[config.mk]
export PLATFORM = sky130hd
export DESIGN_NAME = sfr_uart
export DESIGN_NICKNAME = d
export VERILOG_FILES = /design/src/rtl/sfr_uart_pkg.sv /design/src/rtl/sfr_uart_rx.sv /design/src/rtl/sfr_uart.sv
export SDC_FILE = /design/constraint.sdc
export NUM_CORES = 1
export LEC_CHECK = 0
export BUFFER_PORTS_ARGS = -buffer_cell sky130_fd_sc_hd__clkbuf_2
export CORE_MARGIN = 2
export CORE_UTILIZATION = 57
export DETAILED_ROUTE_END_ITERATION = 16
export PLACE_DENSITY_LB_ADDON = 0.08
export SYNTH_ARGS = -nofsm -noshare
export SYNTH_HDL_FRONTEND = slang
export SYNTH_SLANG_ARGS = --single-unit
[constraint.sdc]
create_clock -name clk -period 2.7 [get_ports clk]
set_clock_uncertainty 0.2 [all_clocks]
set_input_delay 0.675 -clock clk [delete_from_list [all_inputs] [get_ports clk]]
set_output_delay 0.675 -clock clk [all_outputs]
set_load 0.01 [all_outputs]
[src/rtl/sfr_uart_pkg.sv]
// Shared SFR addresses, SCON bit positions and FSM encodings for the SFR-mapped UART.
package sfr_uart_pkg;

    localparam logic [7:0] SFR_SCON_ADDR = 8'h98;
    localparam logic [7:0] SFR_SBUF_ADDR = 8'h99;

    localparam int SCON_RI  = 0;
    localparam int SCON_TI  = 1;
    localparam int SCON_FE  = 2;
    localparam int SCON_OVR = 3;
    localparam int SCON_REN = 4;

    typedef enum logic [1:0] {
        TX_IDLE  = 2'd0,
        TX_START = 2'd1,
        TX_DATA  = 2'd2,
        TX_STOP  = 2'd3
    } tx_state_t;

    typedef enum logic [1:0] {
        RX_IDLE  = 2'd0,
        RX_START = 2'd1,
        RX_DATA  = 2'd2,
        RX_STOP  = 2'd3
    } rx_state_t;

endpackage

[src/rtl/sfr_uart_rx.sv]
// UART receiver: 2-flop synchronizer, mid-bit sampling FSM, byte / framing-error pulses.
//   state    | meaning
//   RX_IDLE  | waiting for a synchronized falling edge with REN set
//   RX_START | counting to mid start bit, rejecting glitches
//   RX_DATA  | sampling 8 data bits mid-bit, LSB first
//   RX_STOP  | sampling the stop bit, reporting byte or framing error
module sfr_uart_rx
    import sfr_uart_pkg::*;
#(
    parameter int CLKS_PER_BIT = 16
) (
    input  logic       clk,
    input  logic       rst,
    input  logic       rxd,
    input  logic       ren,
    output logic [7:0] rx_byte,
    output logic       byte_valid,
    output logic       frame_error
);
    localparam int CW = $clog2(CLKS_PER_BIT);
    localparam logic [CW-1:0] BIT_LAST  = CW'(CLKS_PER_BIT - 1);
    localparam logic [CW-1:0] HALF_LAST = CW'(CLKS_PER_BIT / 2 - 1);

    logic [1:0]    sync;
    logic          rx_s;
    logic          rx_prev;
    rx_state_t     state;
    logic [CW-1:0] cnt;
    logic [2:0]    bit_idx;
    logic [7:0]    shift;

    assign rx_s    = sync[1];
    assign rx_byte = shift;

    always_ff @(posedge clk or negedge rst) begin
        if (!rst) begin
            sync    <= 2'b11;
            rx_prev <= 1'b1;
        end else begin
            sync    <= {sync[0], rxd};
            rx_prev <= rx_s;
        end
    end

    // REN only gates the start of a frame; a frame in flight always completes.
    always_ff @(posedge clk or negedge rst) begin
        if (!rst) begin
            state       <= RX_IDLE;
            cnt         <= '0;
            bit_idx     <= 3'd0;
            shift       <= 8'h00;
            byte_valid  <= 1'b0;
            frame_error <= 1'b0;
        end else begin
            byte_valid  <= 1'b0;
            frame_error <= 1'b0;
            case (state)
                RX_IDLE: begin
                    if (ren && rx_prev && !rx_s) begin
                        state <= RX_START;
                        cnt   <= HALF_LAST;
                    end
                end
                RX_START: begin
                    if (cnt != '0) begin
                        cnt <= cnt - 1'b1;
                    end else if (rx_s) begin
                        state <= RX_IDLE;
                    end else begin
                        state   <= RX_DATA;
                        cnt     <= BIT_LAST;
                        bit_idx <= 3'd0;
                    end
                end
                RX_DATA: begin
                    if (cnt != '0) begin
                        cnt <= cnt - 1'b1;
                    end else begin
                        shift <= {rx_s, shift[7:1]};
                        cnt   <= BIT_LAST;
                        if (bit_idx == 3'd7) begin
                            state <= RX_STOP;
                        end else begin
                            bit_idx <= bit_idx + 3'd1;
                        end
                    end
                end
                RX_STOP: begin
                    if (cnt != '0) begin
                        cnt <= cnt - 1'b1;
                    end else begin
                        state <= RX_IDLE;
                        if (rx_s) begin
                            byte_valid <= 1'b1;
                        end else begin
                            frame_error <= 1'b1;
                        end
                    end
                end
                default: state <= RX_IDLE;
            endcase
        end
    end

endmodule

[src/rtl/sfr_uart.sv]
// SFR-mapped UART: SCON/SBUF register file, TX FSM, and the receiver sub-module.
//   state    | meaning
//   TX_IDLE  | line high, waiting for an SBUF write
//   TX_START | driving the start bit (0)
//   TX_DATA  | shifting 8 data bits out, LSB first
//   TX_STOP  | driving the stop bit (1); TI set as it ends
module sfr_uart
    import sfr_uart_pkg::*;
#(
    parameter int CLKS_PER_BIT = 16
) (
    input  logic       clk,
    input  logic       rst,
    input  logic       sfr_rd_en,
    input  logic [7:0] sfr_rd_addr,
    output logic [7:0] sfr_rd_byte,
    input  logic       sfr_wr_en,
    input  logic [7:0] sfr_wr_addr,
    input  logic [7:0] sfr_wr_byte,
    output logic       uart_txd,
    input  logic       uart_rxd,
    output logic       tx_busy,
    output logic       irq
);
    localparam int CW = $clog2(CLKS_PER_BIT);
    localparam logic [CW-1:0] BIT_LAST = CW'(CLKS_PER_BIT - 1);

    logic          ri, ti, fe, ovr, ren;
    logic          ri_n, ti_n, fe_n, ovr_n, ren_n;
    logic [7:0]    sbuf_rx;
    logic [7:0]    scon_rd;
    logic          wr_scon, wr_sbuf;
    logic [7:0]    rx_byte;
    logic          rx_valid, rx_ferr;
    tx_state_t     tx_state;
    logic [CW-1:0] tx_cnt;
    logic [2:0]    tx_idx;
    logic [7:0]    tx_shift;
    logic          tx_done;

    sfr_uart_rx #(.CLKS_PER_BIT(CLKS_PER_BIT)) u_rx (
        .clk         (clk),
        .rst         (rst),
        .rxd         (uart_rxd),
        .ren         (ren),
        .rx_byte     (rx_byte),
        .byte_valid  (rx_valid),
        .frame_error (rx_ferr)
    );

    assign wr_scon = sfr_wr_en && (sfr_wr_addr == SFR_SCON_ADDR);
    assign wr_sbuf = sfr_wr_en && (sfr_wr_addr == SFR_SBUF_ADDR);
    assign tx_done = (tx_state == TX_STOP) && (tx_cnt == '0);

    // Software write applied first so a same-cycle hardware set overrides it.
    always_comb begin
        ri_n  = ri;
        ti_n  = ti;
        fe_n  = fe;
        ovr_n = ovr;
        ren_n = ren;
        if (wr_scon) begin
            ri_n  = sfr_wr_byte[SCON_RI];
            ti_n  = sfr_wr_byte[SCON_TI];
            fe_n  = sfr_wr_byte[SCON_FE];
            ovr_n = sfr_wr_byte[SCON_OVR];
            ren_n = sfr_wr_byte[SCON_REN];
        end
        if (rx_valid && !ri) ri_n = 1'b1;
        if (rx_valid && ri)  ovr_n = 1'b1;
        if (rx_ferr)         fe_n = 1'b1;
        if (tx_done)         ti_n = 1'b1;
    end

    always_comb begin
        scon_rd           = 8'h00;
        scon_rd[SCON_RI]  = ri;
        scon_rd[SCON_TI]  = ti;
        scon_rd[SCON_FE]  = fe;
        scon_rd[SCON_OVR] = ovr;
        scon_rd[SCON_REN] = ren;
    end

    always_ff @(posedge clk or negedge rst) begin
        if (!rst) begin
            ri          <= 1'b0;
            ti          <= 1'b0;
            fe          <= 1'b0;
            ovr         <= 1'b0;
            ren         <= 1'b0;
            sbuf_rx     <= 8'h00;
            irq         <= 1'b0;
            sfr_rd_byte <= 8'h00;
        end else begin
            ri  <= ri_n;
            ti  <= ti_n;
            fe  <= fe_n;
            ovr <= ovr_n;
            ren <= ren_n;
            irq <= ri_n | ti_n;
            if (rx_valid && !ri) sbuf_rx <= rx_byte;
            if (sfr_rd_en) begin
                if (sfr_rd_addr == SFR_SCON_ADDR)      sfr_rd_byte <= scon_rd;
                else if (sfr_rd_addr == SFR_SBUF_ADDR) sfr_rd_byte <= sbuf_rx;
                else                                   sfr_rd_byte <= 8'h00;
            end
        end
    end

    always_ff @(posedge clk or negedge rst) begin
        if (!rst) begin
            tx_state <= TX_IDLE;
            tx_cnt   <= '0;
            tx_idx   <= 3'd0;
            tx_shift <= 8'h00;
            uart_txd <= 1'b1;
            tx_busy  <= 1'b0;
        end else begin
            case (tx_state)
                TX_IDLE: begin
                    if (wr_sbuf) begin
                        tx_state <= TX_START;
                        tx_shift <= sfr_wr_byte;
                        tx_cnt   <= BIT_LAST;
                        uart_txd <= 1'b0;
                        tx_busy  <= 1'b1;
                    end
                end
                TX_START: begin
                    if (tx_cnt != '0) begin
                        tx_cnt <= tx_cnt - 1'b1;
                    end else begin
                        tx_state <= TX_DATA;
                        tx_cnt   <= BIT_LAST;
                        tx_idx   <= 3'd0;
                        uart_txd <= tx_shift[0];
                        tx_shift <= {1'b0, tx_shift[7:1]};
                    end
                end
                TX_DATA: begin
                    if (tx_cnt != '0) begin
                        tx_cnt <= tx_cnt - 1'b1;
                    end else begin
                        tx_cnt <= BIT_LAST;
                        if (tx_idx == 3'd7) begin
                            tx_state <= TX_STOP;
                            uart_txd <= 1'b1;
                        end else begin
                            tx_idx   <= tx_idx + 3'd1;
                            uart_txd <= tx_shift[0];
                            tx_shift <= {1'b0, tx_shift[7:1]};
                        end
                    end
                end
                TX_STOP: begin
                    if (tx_cnt != '0) begin
                        tx_cnt <= tx_cnt - 1'b1;
                    end else begin
                        tx_state <= TX_IDLE;
                        tx_busy  <= 1'b0;
                    end
                end
                default: tx_state <= TX_IDLE;
            endcase
        end
    end

endmodule

[Word level (Yosys, flattened, before mapping)]
Cells that the tools add are included.
Cells by class
  bitwise gates (word level): 2
  divide/modulo/power cells: 0
  equal/unequal tests: 28
  shift-type cells: 0
  order comparisons: 0
  $mul: 0
  muxes and demuxes: 61
  reduce and logical (&&, ||, !) cells: 31
  $add $sub $neg: 4
Operator list (number)
  2-to-1 mux 8 bit: 6
  equality test 8 bit (second input constant): 4
  2-to-1 mux 4 bit: 8
  case mux 8 bit (3 select lines): 1
  2-to-1 mux 2 bit: 11
  != test 2 bit (second input constant): 11
  2-to-1 mux 3 bit: 7
  2-to-1 mux 1 bit: 20
  AND reduction 5 bit: 4
  case mux 2 bit (4 select lines): 2
  case mux 4 bit (4 select lines): 1
  case mux 3 bit (2 select lines): 2
  case mux 4 bit (3 select lines): 1
  nonzero test 2 bit: 5
  equality test 2 bit (second input constant): 4
  != test 2 x 1 -> 1 bit (second input constant): 4
  AND reduction 4 bit: 2
  nonzero test 4 bit: 2
  subtractor 4 x 1 -> 4 bit (second input constant): 2
  logical AND 1 bit: 7
  adder 3 x 1 -> 3 bit (second input constant): 2
  equality test 3 bit (second input constant): 2
  AND reduction 3 bit: 2
  equality test 2 x 1 -> 1 bit (second input constant): 2
  other kinds (11): 14
Storage, ports and cells
  memory bits (writable): 0
  latch bits: 0
  output and inout bits: 11
  ROM bits: 0
  memories: 0
  register bits after elaboration: 63

[Longest topological paths before layout]
  depth in word-level cells: 5
  depth in mapped cells: 7
  gate-level depth less buffers: 6

[Hierarchy]
From an unflattened synthesis, not the netlist that was laid out.
Second synthesis, totals
  cell total of the unflattened synthesis: 275
  area, all modules: 3165.5 um2
Modules (own cells, without submodules)
  sfr_uart: sequential area each 1027.2 um2, area an instance 2044.5 um2, cells each 184, times used 1
  sfr_uart_rx: sequential area each 554.3 um2, area an instance 1121.1 um2, cells each 91, times used 1

[Worst setup path after synthesis]
OpenSTA, ideal clock, no wires.
  path kind: input port to flip-flop
  from: in sfr_wr_addr[1]
  to: reg tx_shift[0]
  arrival time: 2.393 ns
  required time: 2.375 ns
  library setup time: 0.125 ns
  stages on the path: 4
  slack: -0.017 ns
  cells stage by stage: or4b_4 -> o31a_4 -> a2111oi_4 -> mux2_2
On the way
  cells in the longest elaborated chain, start to end: 4
RTL lines
  from (decl): line sfr_uart.sv:18  | input logic [7:0] sfr_wr_addr,
  equality test 8 bit: line sfr_uart.sv:52  | assign wr_sbuf = sfr_wr_en && (sfr_wr_addr == SFR_SBUF_ADDR);
  logical AND 1 bit: line sfr_uart.sv:52
  != test 2 bit (no line)
  AND reduction 5 bit (no line)
  to (signal assigned): line sfr_uart.sv:123  | tx_shift <= sfr_wr_byte;
  to (signal assigned): line sfr_uart.sv:137  | tx_shift <= {1'b0, tx_shift[7:1]};
  to (signal assigned): line sfr_uart.sv:151  | tx_shift <= {1'b0, tx_shift[7:1]};
  to (decl): line sfr_uart.sv:38  | logic [7:0] tx_shift;
No other way between the ends.
A chain may end at the register's enable or synchronous reset.

[Worst setup path after layout]
  from: reg tx_cnt[0]
  to: reg tx_shift[4]
On the way
  cells in the longest elaborated chain, start to end: 3
  elaborated cells between the ends (all ways): 4
  classes of those cells: 2 x eq/ne; 2 x reduce/logical
RTL lines
  from (decl): line sfr_uart.sv:36  | logic [CW-1:0] tx_cnt;
  from (signal assigned): line sfr_uart.sv:131  | tx_cnt <= tx_cnt - 1'b1;
  from (signal assigned): line sfr_uart.sv:142  | tx_cnt <= tx_cnt - 1'b1;
  from (signal assigned): line sfr_uart.sv:157  | tx_cnt <= tx_cnt - 1'b1;
  nonzero test 4 bit *: line sfr_uart.sv:130, sfr_uart.sv:141
  != test 2 bit (no line)
  AND reduction 5 bit (no line) *
Every way passes the cells marked *; elsewhere a longest branch is shown, timed or not.

==> flow_metrics.tcl <==
set metrics [dict create \
    ff2ff_path_depth 7 \
    cts.clk_slew.worst_paths_ns 0.07 \
    grt_use_total_pct 21.2 \
    wl_per_cell_um 14.0 \
    antenna_found_initial 0 \
    dr_total_vias 2263 \
    worstMarginPinSlew_ns 0.689 \
    dr.pass1.iters 4 \
    critPathLaunchType "register" \
    cts_buffer_depth 2 \
    fin_setup_tns_ns 0 \
    power.density_mw_per_mm2 993 \
    intPower_mw 2.37 \
    status "complete, no violations" \
    ys.flop_type "dfrtp_1" \
    utilization_pct 70.4 \
    clockPowerShare_pct 22.6 \
    worstReg2RegEnd "tx_shift[4]" \
    sw_frac_of_total_pct 34.8 \
    ys_seq_area_share_pct 50.7 \
    setup_ws_ns 0.243 \
    cts_root_buf "clkbuf_8" \
    syn_inst 282 \
    seqPwrFrac_pct 35.6 \
    area_delta_synth_final_pct 17.4 \
    clock-sinks 63 \
    gp_congestion 0.828 \
    core_area_mm2 0.00520 \
    period_share_pct 91.0 \
    synth_seq_cells 63 \
    power.switching_mw 1.27 \
    wl_um 5730 \
    grt_pass1_wl_um 10200 \
    maxClockFrequency_ghz 0.407 \
    power.total_mw 3.64 \
    ir_worst_vdd_v 0.000567 \
    diodes 0 \
    async_reset_ff_share_pct 100 \
    p_leak_nw 1.71 \
    r2r-start "tx_cnt[0]" \
    drive_gt1_share_pct 32.1 \
    post-dp-hpwl_um 4180 \
    synth.avg_cell_area_um2 11.1 \
    dp_slack_ns 0.0128 \
    max_cap_violations 0 \
    viasPerCell 5.52 \
    synth_cell_types 43 \
    cts_made_buffers 9 \
    ant_nets 0 \
    synth_nets 325 \
    clk_latency_ns 0.33 \
    cp-end-kind "register" \
    fp.dieArea_mm2 0.00608 \
    slew_violations 0 \
    cp_data_required_time_ns 2.71 \
    period_needed_ns 2.46 \
    regToRegSetupSlack_ns 0.24 \
    ios 40 \
    hold_class "in2async" \
    synth_edf_count 0 \
    tritoncts "built" \
    rsz0062_at_grt "no" \
    final_common_cell "dfrtp_1" \
    arrival_ns 2.47 \
    drtIter0Drc 76 \
    overflow 0 \
    ys_warn_count 0 \
    die_h_um 78.0 \
    cts_setup_buffers 0 \
    crit_fanout 8 \
    htreeDepth 3 \
    comb_power_share_pct 41.8 \
    drc 0 \
    synth_area_mm2 0.00312 \
    finalNetCount 378 \
    die_x_um 78.0 \
    critical_path_class "reg2reg" \
    numPortBuffers 39 \
    grt_max_degree 43 \
    hold_buffers 0 \
    final_cell_mix "59 x dfrtp_1, 39 x clkbuf_2, 34 x mux2_2, 26 x nand2_1, 20 x inv_1" \
    setup_viol 0 \
    rows 26 \
    hold_viol_final 0 \
    max_slew_margin_pct 54.0 \
    ctsResizeCount 0 \
    n_fill_cell 388 \
    start_util_pct 60.0 \
    grt_pass1_vias 2190 \
]
==> flip-flops by register name, summed over array words and instances (netlist names), 2 cells and up, named ones only <==
name,flops
tx_idx,3
u_rx.cnt,4
sfr_rd_byte,8
u_rx.sync,2
tx_cnt,4
sbuf_rx,8
tx_shift,8
u_rx.bit_idx,3
u_rx.rx_byte,8
tx_state,2
==> power by group through the flow <==
stage	combinational, mW	sequential [mW]	clock, mW
2_1_floorplan	1.17	1.27	0
3_3_place_gp	1.47	1.30	0
3_5_place_dp	1.52	1.31	0
4_1_cts	1.52	1.29	0.838
5_1_grt	1.70	1.33	0.887
6_report	1.52	1.29	0.823
==> worst max path at each step <==
| stage | from | end | slack [ns] | cells past startpoint |
|---|---|---|---|---|
| floorplan | sfr_wr_addr[1] | tx_shift[0] | 0.06 | 4 |
| global placement | sfr_wr_addr[1] | tx_shift[7] | 0.04 | 6 |
| detailed placement | sfr_wr_addr[1] | tx_shift[4] | 0.01 | 6 |
| CTS | tx_cnt[0] | tx_shift[0] | 0.29 | 7 |
| global route | tx_cnt[0] | tx_shift[4] | 0.09 | 7 |
| finish | tx_cnt[0] | tx_shift[4] | 0.24 | 7 |
==> final cells by class <==
type                            count  area, um^2  share of cell area, %
Multi-Input combinational cell    192        1440                   39.2
Timing Repair Buffer               49         283                   7.72
Tap cell                           70        87.6                   2.39
Clock inverter                      3        42.5                   1.16
Inverter                           20        75.1                   2.05
Sequential cell                    63        1580                   43.2
Clock buffer                       13         159                   4.34
==> cells in the mapped netlist (3+ instances only) <==
library cell	n	area share, %
a21o_1	3	0.72
ha_1	14	5.6
nand3_1	5	0.80
nand3b_1	4	0.96
nor3_1	7	1.1
nand2b_1	3	0.60
nand2_1	26	3.1
inv_1	20	2.4
dfstp_2	4	3.4
o21ai_0	18	2.9
o22a_1	4	1.1
a22oi_1	7	1.7
mux2i_1	4	1.3
nor2b_1	3	0.60
clkbuf_1	6	0.72
a21oi_1	11	1.8
dfrtp_1	59	47
mux2_2	34	12
nor2_1	17	2.0
==> worst max-delay path, cell delays in order, from the launching register on <==
cell and delay, ns:
dfrtp_1 0.40, inv_1 0.08, ha_1 0.20, nor3b_1 0.43
nor2_1 0.16, a2111oi_4 0.28, buf_4 0.22, mux2_2 0.35
==> kinds of logic after synthesis <==
group,after synthesis,synth area share [%]
and+or+nand+nor,81,13.6
muxes,38,13.5
DFF,63,50.7
AOI/OAI and AO/OA,59,13.2
buffers and inverters,27,3.37
adders and majority gates,14,5.61
==> layer usage <==
| metal | GRT usage [%] | up-vias | part of all wire [%] |
|---|---|---|---|
| met4 | 8.42 | 0 | 1.6 |
| met5 | 0 | - | 0 |
| met3 | 4.42 | 10 | 3.5 |
| met2 | 32.3 | 38 | 46 |
| met1 | 29.8 | 1097 | 49 |
| li1 | - | 1118 | - |
==> per-stage QoR <==
stage                     hold slack (ns)  area [um^2]  std cells
after floorplan                     0.145         3120        282
after CTS                           0.130         3660        410
final                               0.129         3660        410
after global routing                0.153         3660        410
after detailed placement            0.147         3460        394
after global placement              0.145         3460        394
No activity file was read; power rests on OpenSTA's default activity.
